### src/rtl/serial_deser.sv
// serial_deser: serial-in, parallel-out deserializer with a registered
// valid/ready output stage. Optional feature macro: PARITY_CHK_EN
// (adds an even-parity bit to every frame and the parity_err output).
module serial_deser #(
    parameter int WIDTH     = 6,
    parameter bit MSB_FIRST = 1'b1
) (
    input  logic             clk,
    input  logic             rst_n,
    input  logic             ser_in,
    input  logic             ser_valid,
    input  logic             frame_start,
    output logic [WIDTH-1:0] par_out,
    output logic             par_valid,
    input  logic             par_ready,
    output logic             busy,
    output logic             overrun
`ifdef PARITY_CHK_EN
    ,
    output logic             parity_err
`endif
);

`ifdef PARITY_CHK_EN
    localparam int FRAME_LEN = WIDTH + 1;
`else
    localparam int FRAME_LEN = WIDTH;
`endif
    localparam int CW = $clog2(WIDTH + 2);
    localparam logic [CW-1:0] LAST_CNT = CW'(FRAME_LEN - 1);

    typedef enum logic {
        IDLE  = 1'b0,
        SHIFT = 1'b1
    } state_t;

    state_t           state_q, state_d;
    logic [CW-1:0]    cnt_q, cnt_d;
    logic [WIDTH-1:0] shreg_q, shreg_d;
    logic [WIDTH-1:0] shifted;
    logic [WIDTH-1:0] first_word;
    logic [WIDTH-1:0] word;
    logic             complete;
    logic [WIDTH-1:0] par_out_q;
    logic             par_valid_q;
    logic             overrun_q;
`ifdef PARITY_CHK_EN
    logic             word_perr;
    logic             parity_err_q;
`endif

    // FSM state, bit counter and shift register
    always_ff @(posedge clk or negedge rst_n) begin
        if (!rst_n) begin
            state_q <= IDLE;
            cnt_q   <= '0;
            shreg_q <= '0;
        end else begin
            state_q <= state_d;
            cnt_q   <= cnt_d;
            shreg_q <= shreg_d;
        end
    end

    // Next-state logic: start/abort on frame_start, shift on valid bits, detect completion
    always_comb begin
        shifted    = MSB_FIRST ? {shreg_q[WIDTH-2:0], ser_in} : {ser_in, shreg_q[WIDTH-1:1]};
        first_word = MSB_FIRST ? {{(WIDTH-1){1'b0}}, ser_in} : {ser_in, {(WIDTH-1){1'b0}}};
        state_d    = state_q;
        cnt_d      = cnt_q;
        shreg_d    = shreg_q;
        complete   = 1'b0;
`ifdef PARITY_CHK_EN
        word       = shreg_q;
        word_perr  = (^shreg_q) ^ ser_in;
`else
        word       = shifted;
`endif
        if (ser_valid) begin
            if (frame_start) begin
                state_d = SHIFT;
                cnt_d   = CW'(1);
                shreg_d = first_word;
            end else if (state_q == SHIFT) begin
                if (cnt_q == LAST_CNT) begin
                    complete = 1'b1;
                    state_d  = IDLE;
                    cnt_d    = '0;
                    shreg_d  = word;
                end else begin
                    cnt_d   = cnt_q + 1'b1;
                    shreg_d = shifted;
                end
            end
        end
    end

    // Output register: load on completion when free or being accepted, else flag overrun
    always_ff @(posedge clk or negedge rst_n) begin
        if (!rst_n) begin
            par_out_q    <= '0;
            par_valid_q  <= 1'b0;
            overrun_q    <= 1'b0;
`ifdef PARITY_CHK_EN
            parity_err_q <= 1'b0;
`endif
        end else if (complete) begin
            if (!par_valid_q || par_ready) begin
                par_out_q    <= word;
                par_valid_q  <= 1'b1;
`ifdef PARITY_CHK_EN
                parity_err_q <= word_perr;
`endif
            end else begin
                overrun_q <= 1'b1;
            end
        end else if (par_valid_q && par_ready) begin
            par_valid_q <= 1'b0;
        end
    end

    // Output decode: busy follows the registered state, the rest mirror their registers
    always_comb begin
        busy       = (state_q == SHIFT);
        par_out    = par_out_q;
        par_valid  = par_valid_q;
        overrun    = overrun_q;
`ifdef PARITY_CHK_EN
        parity_err = parity_err_q;
`endif
    end

endmodule

### config.mk
export PLATFORM = sky130hd
export DESIGN_NAME = serial_deser
export DESIGN_NICKNAME = d
export VERILOG_FILES = /design/src/rtl/serial_deser.sv
export SDC_FILE = /design/constraint.sdc
export NUM_CORES = 1
export LEC_CHECK = 0
export ABC_CLOCK_PERIOD_IN_PS = 1430
export CAP_MARGIN = 20
export CORE_UTILIZATION = 40
export DETAILED_ROUTE_END_ITERATION = 7
export GPL_TIMING_DRIVEN = 0
export HOLD_SLACK_MARGIN = 0.1
export PLACE_DENSITY_LB_ADDON = 0.15
export SETUP_SLACK_MARGIN = 0.1
export SYNTH_ARGS = -nofsm -noshare
export SYNTH_HDL_FRONTEND = slang
export SYNTH_SLANG_ARGS = --single-unit
### constraint.sdc
create_clock -name clk -period 1.43 [get_ports clk]
set_clock_uncertainty 0.2 [all_clocks]
set_input_delay 0.2145 -clock clk [delete_from_list [all_inputs] [get_ports clk]]
set_output_delay 0.2145 -clock clk [all_outputs]
set_load 0.05 [all_outputs]
* Word-level counts from Yosys, hierarchy flattened
Cells that the tools add are included.
** Cells by class
- Add/subtract/negate cells :: 1
- Equality and inequality tests :: 2
- Mux-type cells :: 15
- Bitwise logic cells :: 1
- Reductions and logical operators :: 9
** Operator list (count)
- two-way mux 1 bit :: 10
- two-way mux 5 bit :: 2
- two-way mux 3 bit :: 3
- AND reduction 2 bit :: 4
- nonzero test 2 bit :: 2
- adder 3 x 1 -> 3 bit, second input constant :: 1
- == test 3 bit, second input constant :: 1
- != test 2 x 1 -> 1 bit, second input constant :: 1
- logical AND 1 bit :: 1
- logical NOT 1 bit :: 1
- logical OR 1 bit :: 1
- inverter 1 bit :: 1
** Word-level totals
- Flip-flop bits (word level) :: 17
- Bits of input ports :: 6
- Logic and storage cells :: 34

* Logic depth before layout (Yosys ltp)
Gate-level depths: netlist of run 1.
- Depth after elaboration :: 7
- Mapped depth :: 4

* Least setup slack after synthesis of run 1
OpenSTA, ideal clock, no wires.
- Kind :: register to register
- From :: register par_valid_q (netlist: par_valid)
- To :: register par_out_q[0] (netlist: par_out[0])
- Setup time :: 0.125 ns
- Arrival time :: 1.299 ns
- Slack :: -0.194 ns
- Cell stages (with the launch flop) :: 4
- Path buffers :: 0
- Path through :: dfrtp_1 -> nand2b_1 -> nand4_4 -> mux2_2
** Between the ends
- Cells in the longest elaborated chain, start to end :: 3
** Ends and longest elaborated chain
- from (decl) :: RTL line 45 : logic par_valid_q;
- from (signal assigned) :: RTL line 102 : par_valid_q <= 1'b0;
- from (signal assigned) :: RTL line 110 : par_valid_q <= 1'b1;
- from (signal assigned) :: RTL line 118 : par_valid_q <= 1'b0;
- logical NOT 1 bit :: RTL line 108 : if (!par_valid_q || par_ready) begin
- logical OR 1 bit :: RTL line 108
- AND reduction 2 bit (no source line)
- to (signal assigned) :: RTL line 109 : par_out_q <= word;
- to (decl) :: RTL line 44 : logic [WIDTH-1:0] par_out_q;
Every way passes these cells.
A chain may end at the register's enable or synchronous reset.

* Worst setup path in the final report of run 1
- From :: register cnt_q[1]
- To :: register par_out_q[1] (netlist: par_out[1])
** Between the ends
- Cells in the longest elaborated chain, start to end :: 6
** Ends and longest elaborated chain
- from (decl) :: RTL line 38 : logic [CW-1:0] cnt_q, cnt_d;
- from (signal assigned) :: RTL line 60 : cnt_q <= cnt_d;
- == test 3 bit :: RTL line 85 : if (cnt_q == LAST_CNT) begin
- two-way mux 1 bit :: RTL line 85
- two-way mux 1 bit :: RTL line 84 : end else if (state_q == SHIFT) begin
- two-way mux 1 bit :: RTL line 80 : if (frame_start) begin
- two-way mux 1 bit :: RTL line 79 : if (ser_valid) begin
- AND reduction 2 bit (no source line)
Every way passes these cells.

==> impl_summary.log, run 1 <==
[metrics] number of buffer cells added on primary ports: 13
[metrics] Slew @ Worst Pin: 0.733 ns
[metrics] worst slack on hold paths: 0.0739 ns
[metrics] Synth warnings: 0
[metrics] post-DR wirelength/cell: 12.9 µm
[metrics] buffer depth of the longest clock path: 2
[metrics] count of antenna-violating nets left after detailed routing: 0
[metrics] Avg Synthesized Cell Area: 12.1 µm²
[metrics] number of antenna violations at the first check in global routing: 0
[metrics] Ant. Diodes: 0
[metrics] number of max-cap violations: 0
[metrics] VDD IR-drop max: approximately 0.83 mV
[metrics] final-report setup violation count: 6
[metrics] worst slew margin relative to its limit: 51.0%
[metrics] largest driver fanout on the critical path: 6
[metrics] total I/O pin count: 15
[metrics] maximum level of the CTS H-tree: 1
[metrics] cell with the biggest individual delay on the critical path: sky130_fd_sc_hd__dfrtp_1
[metrics] clock-pin slew on the worst setup and hold paths: around 0.10 ns
[metrics] number of hold-slack violations in the final timing report: 0
[metrics] cell area after placement: 922 µm²
[metrics] required time worst endpoint: about 1.4 ns
[metrics] detailed router's first-iteration violation count: 1
[metrics] Placed Cells incl. Taps: 100
[metrics] worst path arrival time: 1.50 ns
[metrics] starting density of the core: a little over two fifths
[metrics] worst skew pair latency: just under 0.3 ns
[metrics] via total after detailed routing: about 530
[metrics] Hold/Removal Path Class: in2reg
[metrics] post-layout worst setup margin: -0.0860 ns
[metrics] worst r2r path cells: 3
[metrics] Pwr Total: approximately 0.0014 W
[metrics] kind of capture point of the worst setup path: flip-flop
[metrics] sequential cell area fraction in the yosys report: 56.7%
[metrics] number of buffers added by the clock tree synthesis step: 3
[metrics] routed wire length: 1370 µm
[metrics] clock tree root buffer cell: sky130_fd_sc_hd__clkbuf_4
[metrics] Yosys cell types: 20
[metrics] first-pass GRT wire length: 2330 µm
[metrics] layout cell share with drive strength beyond 1: a little over a third
[metrics] Horiz. Die Dim: roughly 45 µm
[metrics] crit share post-route: 106%
[metrics] nets in the synthesized netlist: 68
[metrics] number of core rows: 15
[metrics] leakage power of the design: ~0.45 nW
[metrics] clock tree from TritonCTS: done
[metrics] slack of the worst reg-to-reg path: -0.09 ns
[metrics] die height: 45.3 µm
[metrics] Final Max Slew Viols: 0
[metrics] cell area power density: 1480 nW/µm²
[metrics] Finished Cell Area: around 960 µm²
[metrics] unrepaired setup endpoints after global routing: true
[metrics] status: complete, but fails checks
[metrics] Final Wtd Congestion: 0.730
[metrics] Buffers & Inverters on Critical Path: 0
[metrics] cell depth of the worst setup path: 3
[metrics] core region area: around 1700 µm²
[metrics] area added between synthesis and finish: 28.2%
[metrics] global-route congestion overflow total: 0
[metrics] area of the die: ~2100 µm²
[metrics] CP top delay family: simple AND/OR/NAND/NOR gates
[metrics] GRT Total Usage: about 17%
[metrics] shortest period the worst path allows: between 1.5 and 2 ns
[metrics] CP Launch Type: flip-flop
[metrics] WHS Path Cells: 3
[metrics] non-filler cells, final: 106
[metrics] type of the setup path with the least slack: reg2reg
[metrics] area of the mapped netlist: 751 µm²
[metrics] number of clock sinks seen by CTS: 17
[metrics] number of nets in the layout: around 90
[metrics] number of standard cells after synthesis: 62
[metrics] delay of the slowest cell on the worst path: 0.40 ns
[metrics] Cell Chain, Critical Path: and4bb_2, nand4_4, mux2_2
[metrics] Max Fclk: 660 MHz
[metrics] via count of the first global-routing pass: 499
[metrics] number of register bits inferred by synthesis: 17
[metrics] maximum number of pins on one net before global-route repair: 18
[metrics] first-pass iteration count of the detailed router: 2
[metrics] average vias per placed instance: 4.96
[metrics] Remaining DRCs: 0
[metrics] violated checks: setup timing
[logic make-up after synthesis]
group	count (synthesis)	synth area share [%]
flops	17	56.7
simple gates	15	13.3
compound gates	14	13.0
mux	8	12.0
buf+inv	8	5.00
[sequential cells by signal, indices dropped and copies added, names as in the netlist]
register	count
busy	1
par_valid	1
overrun	1
par_out	6
cnt_q	3
shreg_q	5
[final cells by class]
type / instances / area [µm²]
fill: 157 / 783
multi-input combinational: 37 / 295
clock buffer: 4 / 26.3
inverter: 5 / 18.8
timing repair buffer: 15 / 135
sequential: 17 / 428
tap: 25 / 31.3
buffer: 3 / 27.5
[Yosys cell counts]
master / number / area share [%]
sky130_fd_sc_hd__nand2b_1: 2 / 1.7
sky130_fd_sc_hd__o21bai_1: 1 / 1.0
sky130_fd_sc_hd__dfrtp_1: 17 / 57
sky130_fd_sc_hd__inv_1: 5 / 2.5
sky130_fd_sc_hd__o21ai_0: 1 / 0.67
sky130_fd_sc_hd__nand2_1: 3 / 1.5
sky130_fd_sc_hd__nand4b_1: 1 / 1.2
sky130_fd_sc_hd__o21a_1: 4 / 4.0
sky130_fd_sc_hd__nand4_4: 1 / 2.8
sky130_fd_sc_hd__buf_6: 1 / 1.5
sky130_fd_sc_hd__clkbuf_1: 2 / 1.0
sky130_fd_sc_hd__nor3_1: 1 / 0.67
sky130_fd_sc_hd__and4bb_2: 1 / 1.7
sky130_fd_sc_hd__a21o_1: 1 / 1.0
sky130_fd_sc_hd__o22ai_1: 4 / 3.3
sky130_fd_sc_hd__a22o_1: 2 / 2.3
sky130_fd_sc_hd__mux2_2: 8 / 12
sky130_fd_sc_hd__nand3_1: 5 / 3.3
sky130_fd_sc_hd__a21oi_1: 1 / 0.67
sky130_fd_sc_hd__nor2_1: 1 / 0.50
[layout by cell type (no fill, tap or decap), drive strengths merged]
master,Yosys,layout
dlygate4sd3,0,1
nand4b,1,1
o21ai,1,1
clkbuf,2,9
nand2,3,3
a22o,2,2
o22ai,4,4
o21bai,1,1
nand2b,2,2
inv,5,5
clkdlybuf4s50,0,3
a21oi,1,1
nand4,1,1
mux2,8,8
a21o,1,1
nor3,1,1
and4bb,1,1
nand3,5,5
buf,1,8
dlygate4sd2,0,1
nor2,1,1
o21a,4,4
dfrtp,17,17
[power breakdown]
| group | switching [W] | internal [W] | total [W] |
|---|---|---|---|
| clock | 0.000151 | 0.000108 | 0.000260 |
| combinational | 0.000308 | 0.000207 | 0.000515 |
| sequential | 0.0000783 | 0.000572 | 0.000650 |
| total | 0.000537 | 0.000887 | 0.00142 |
[layer usage]
| layer | part of all wire, % | wire [µm] | global-route usage (%) |
|---|---|---|---|
| met4 | 1.1 | 15 | 10.9 |
| met1 | 51 | 692 | 23.0 |
| met5 | 0 | 0 | 0 |
| met2 | 45 | 620 | 23.8 |
| met3 | 2.9 | 39 | 2.40 |
[path summary, 6_finish.rpt]
kind	startpoint	end
max	cnt_q[1]$_DFFE_PN0P_	par_out[1]$_DFFE_PN0P_
min	frame_start	cnt_q[0]$_DFFE_PN0P_
max reg2reg	cnt_q[1]$_DFFE_PN0P_	par_out[1]$_DFFE_PN0P_
min reg2reg	overrun$_DFFE_PN0P_	overrun$_DFFE_PN0P_
max in group asynchronous	rst_n	par_valid$_DFFE_PN0P_
min in group asynchronous	rst_n	par_out[5]$_DFFE_PN0P_
[stage by stage]
stage / setup TNS (ns) / utilization, % / worst slack, ns
2_1_floorplan: -0.232 / - / -0.0259
6_report: -0.510 / 55.1 / -0.0860
3_5_place_dp: -6.50 / 52.8 / -0.447
3_3_place_gp: -6.31 / 52.8 / -0.438
5_1_grt: -0.895 / 55.1 / -0.155
4_1_cts: -0.717 / 54.5 / -0.122
[worst min-delay path, stage by stage]
cell                      delay, ns
sky130_fd_sc_hd__buf_6         0.08
sky130_fd_sc_hd__o21ai_1       0.07
sky130_fd_sc_hd__a21oi_1       0.15
[what timing repair did]
| action | 4_1_cts | 5_1_grt |
|---|---|---|
| endpoints found under the setup margin | 25 | 18 |
| setup buffers | 1 | 0 |
| pin swaps | 2 | 1 |
| hold buffers | 1 | 0 |
| hold endpoints to repair | 5 | 0 |
| resized for setup | 54 | 12 |
(Power assumes the default switching activity.)
==> run 2: changes to the inputs <==
--- a/config.mk
+++ b/config.mk
@@ -13,6 +13,7 @@
 export HOLD_SLACK_MARGIN = 0.1
 export PLACE_DENSITY_LB_ADDON = 0.15
 export SETUP_SLACK_MARGIN = 0.1
+export SLEW_MARGIN = 15
 export SYNTH_ARGS = -nofsm -noshare
 export SYNTH_HDL_FRONTEND = slang
 export SYNTH_SLANG_ARGS = --single-unit
==> results of run 2 <==
No change in the layout: final DEF, timing and power equal those of run 1.
==> run 3: changes to the inputs <==
--- a/config.mk
+++ b/config.mk
@@ -7,6 +7,7 @@
 export LEC_CHECK = 0
 export ABC_CLOCK_PERIOD_IN_PS = 1430
 export CAP_MARGIN = 20
+export CORE_MARGIN = 3
 export CORE_UTILIZATION = 40
 export DETAILED_ROUTE_END_ITERATION = 7
 export GPL_TIMING_DRIVEN = 0
==> impl_summary.log, run 3 (same netlist as run 1, synthesis figures left out) <==
[metrics] status: complete, but fails checks
[metrics] violated checks: setup timing
[metrics] non-filler cells, final: roughly 110
[metrics] GRT Total Usage: a little over an eighth
[metrics] Hold/Removal Path Class: in2reg
[metrics] largest driver fanout on the critical path: 6
[metrics] number of core rows: 15
[metrics] shortest period the worst path allows: approximately 1.5 ns
[metrics] number of clock sinks seen by CTS: 17
[metrics] core region area: around 1700 µm²
[metrics] first-pass GRT wire length: 2420 µm
[metrics] detailed placement HPWL: 968 µm
[metrics] Max Fclk: 653 MHz
[metrics] number of nets in the layout: 90
[metrics] via count of the first global-routing pass: roughly 510
[metrics] worst path arrival time: between 1.5 and 2 ns
[metrics] Reg-to-Reg End: par_out[4]$_DFFE_PN0P_
[metrics] routed wire length: 1420 µm
[metrics] number of antenna violations at the first check in global routing: 0
[metrics] clock tree from TritonCTS: done
[metrics] total of hold buffers inserted after clock tree synthesis: 1
[metrics] Layout Utilization: 57.3%
[metrics] via total after detailed routing: roughly 550
[metrics] worst r2r path cells: 3
[metrics] die height: 49.3 µm
[metrics] buffer depth of the longest clock path: 2
[metrics] layout cell share with drive strength beyond 1: 41.0%
[metrics] post-layout worst setup margin: -0.101 ns
[metrics] average vias per placed instance: 5.05
[metrics] number of buffer cells added on primary ports: 13
[metrics] Slew @ Worst Pin: 0.736 ns
[metrics] maximum level of the CTS H-tree: 1
[metrics] detailed router's first-iteration violation count: 6
[metrics] highest-count cells in the layout ignoring fill and taps: sky130_fd_sc_hd__dfrtp_1, sky130_fd_sc_hd__mux2_2, sky130_fd_sc_hd__buf_4
[metrics] unrepaired setup endpoints after global routing: true
[metrics] leakage power of the design: 0.467 nW
[metrics] post-DR wirelength/cell: 13.1 µm
[metrics] endpoint of the worst setup timing path: par_out[4]$_DFFE_PN0P_
[metrics] area of the die: between 2000 and 2500 µm²
[metrics] flip-flop count of the largest register after layout: 6
[metrics] count of antenna-violating nets left after detailed routing: 0
[metrics] type of the setup path with the least slack: reg2reg
[metrics] number of hold-slack violations in the final timing report: 0
[metrics] final-report setup violation count: 6
[metrics] area added between synthesis and finish: 33.3%
[metrics] required time worst endpoint: 1.41 ns
[metrics] Setup crit start: cnt_q[1]$_DFFE_PN0P_
[metrics] startpoint of the lowest-slack register-to-register path: cnt_q[1]$_DFFE_PN0P_
[metrics] clock tree root buffer cell: sky130_fd_sc_hd__clkbuf_4
[metrics] kind of capture point of the worst setup path: flip-flop
[metrics] Finished Cell Area: 1000 µm²
[metrics] first-pass iteration count of the detailed router: 4
[metrics] Ant. Diodes: 0
[metrics] cell area power density: about 1500 nW/µm²
[metrics] worst setup slack after placement: -0.442 ns
[metrics] number of buffers added by the clock tree synthesis step: 3
[metrics] min-delay src: frame_start
[metrics] worst slew margin relative to its limit: 50.8%
[metrics] cell area after placement: around 900 µm²
[metrics] global-route congestion overflow total: 0
[metrics] crit share post-route: 107%
[metrics] setup total negative slack: -0.587 ns
[metrics] number of max-cap violations: 0
[metrics] Final Wtd Congestion: 0.697
[metrics] worst skew pair latency: 0.29 ns
[metrics] Remaining DRCs: 0
[metrics] most common cell after layout, fill and taps aside: sky130_fd_sc_hd__dfrtp_1
[metrics] Horiz. Die Dim: 49.3 µm
[metrics] Final Max Slew Viols: 0
[metrics] starting density of the core: between 40 and 50%
[metrics] maximum number of pins on one net before global-route repair: 18
[metrics] VDD IR-drop max: 0.832 mV
[metrics] slack of the worst reg-to-reg path: -0.10 ns
[metrics] clock-pin slew on the worst setup and hold paths: 0.10 ns
[metrics] total I/O pin count: 15
[metrics] Placed Cells incl. Taps: 100
[metrics] CP Launch Type: flip-flop
## run 3: worst min path at each step
stage | to | cells after the start
after floorplan | busy$_DFFE_PN0P_ | 0
after global placement | shreg_q[4]$_DFFE_PN0P_ | 2
after detailed placement | shreg_q[4]$_DFFE_PN0P_ | 2
after CTS | cnt_q[0]$_DFFE_PN0P_ | 3
after global routing | shreg_q[0]$_DFFE_PN0P_ | 3
final | cnt_q[0]$_DFFE_PN0P_ | 3
## run 3: worst max-delay path: stages (launching register included)
cell	delay [ns]
sky130_fd_sc_hd__dfrtp_1	0.39
sky130_fd_sc_hd__and4bb_2	0.33
sky130_fd_sc_hd__nand4_4	0.19
sky130_fd_sc_hd__mux2_2	0.31
## run 3: final cells by class
cell class / instances / area (µm²)
Fill cell: 151 / 744
Sequential cell: 17 / 429
Multi-Input combinational cell: 37 / 309
Timing Repair Buffer: 17 / 159
Tap cell: 25 / 31.3
Buffer: 3 / 27.5
Clock buffer: 4 / 26.3
Inverter: 5 / 18.8
## run 3: what timing repair did
action	in CTS	in global routing
endpoints found under the hold margin	5	2
gates cloned	0	1
setup endpoints to repair	25	22
pin swaps	2	3
setup buffers	1	1
resized for setup	54	25
## run 3: per-stage QoR
step / hold WS (ns) / total power [W]
CTS: 0.0840 / 0.00140
global placement: 0.233 / 0.00115
finish: 0.0775 / 0.00147
detailed placement: 0.232 / 0.00116
floorplan: -0.281 / 0.000992
global route: 0.0897 / 0.00155
## run 3: where the power goes
group | internal [W] | total (W) | switching, W
logic | 0.000240 | 0.000557 | 0.000317
registers | 0.000573 | 0.000655 | 0.0000819
clock network | 0.000108 | 0.000256 | 0.000147
## run 3: routing by layer
layer / vias up / wire length, µm / GRT usage (%) / share of wire (%)
li1: 264 / - / - / -
met1: 262 / 686 / 17.5 / 48
met2: 15 / 647 / 19.6 / 46
met3: 4 / 60 / 3.06 / 4.2
met4: 0 / 24 / 7.11 / 1.7
met5: - / 0 / 0 / 0
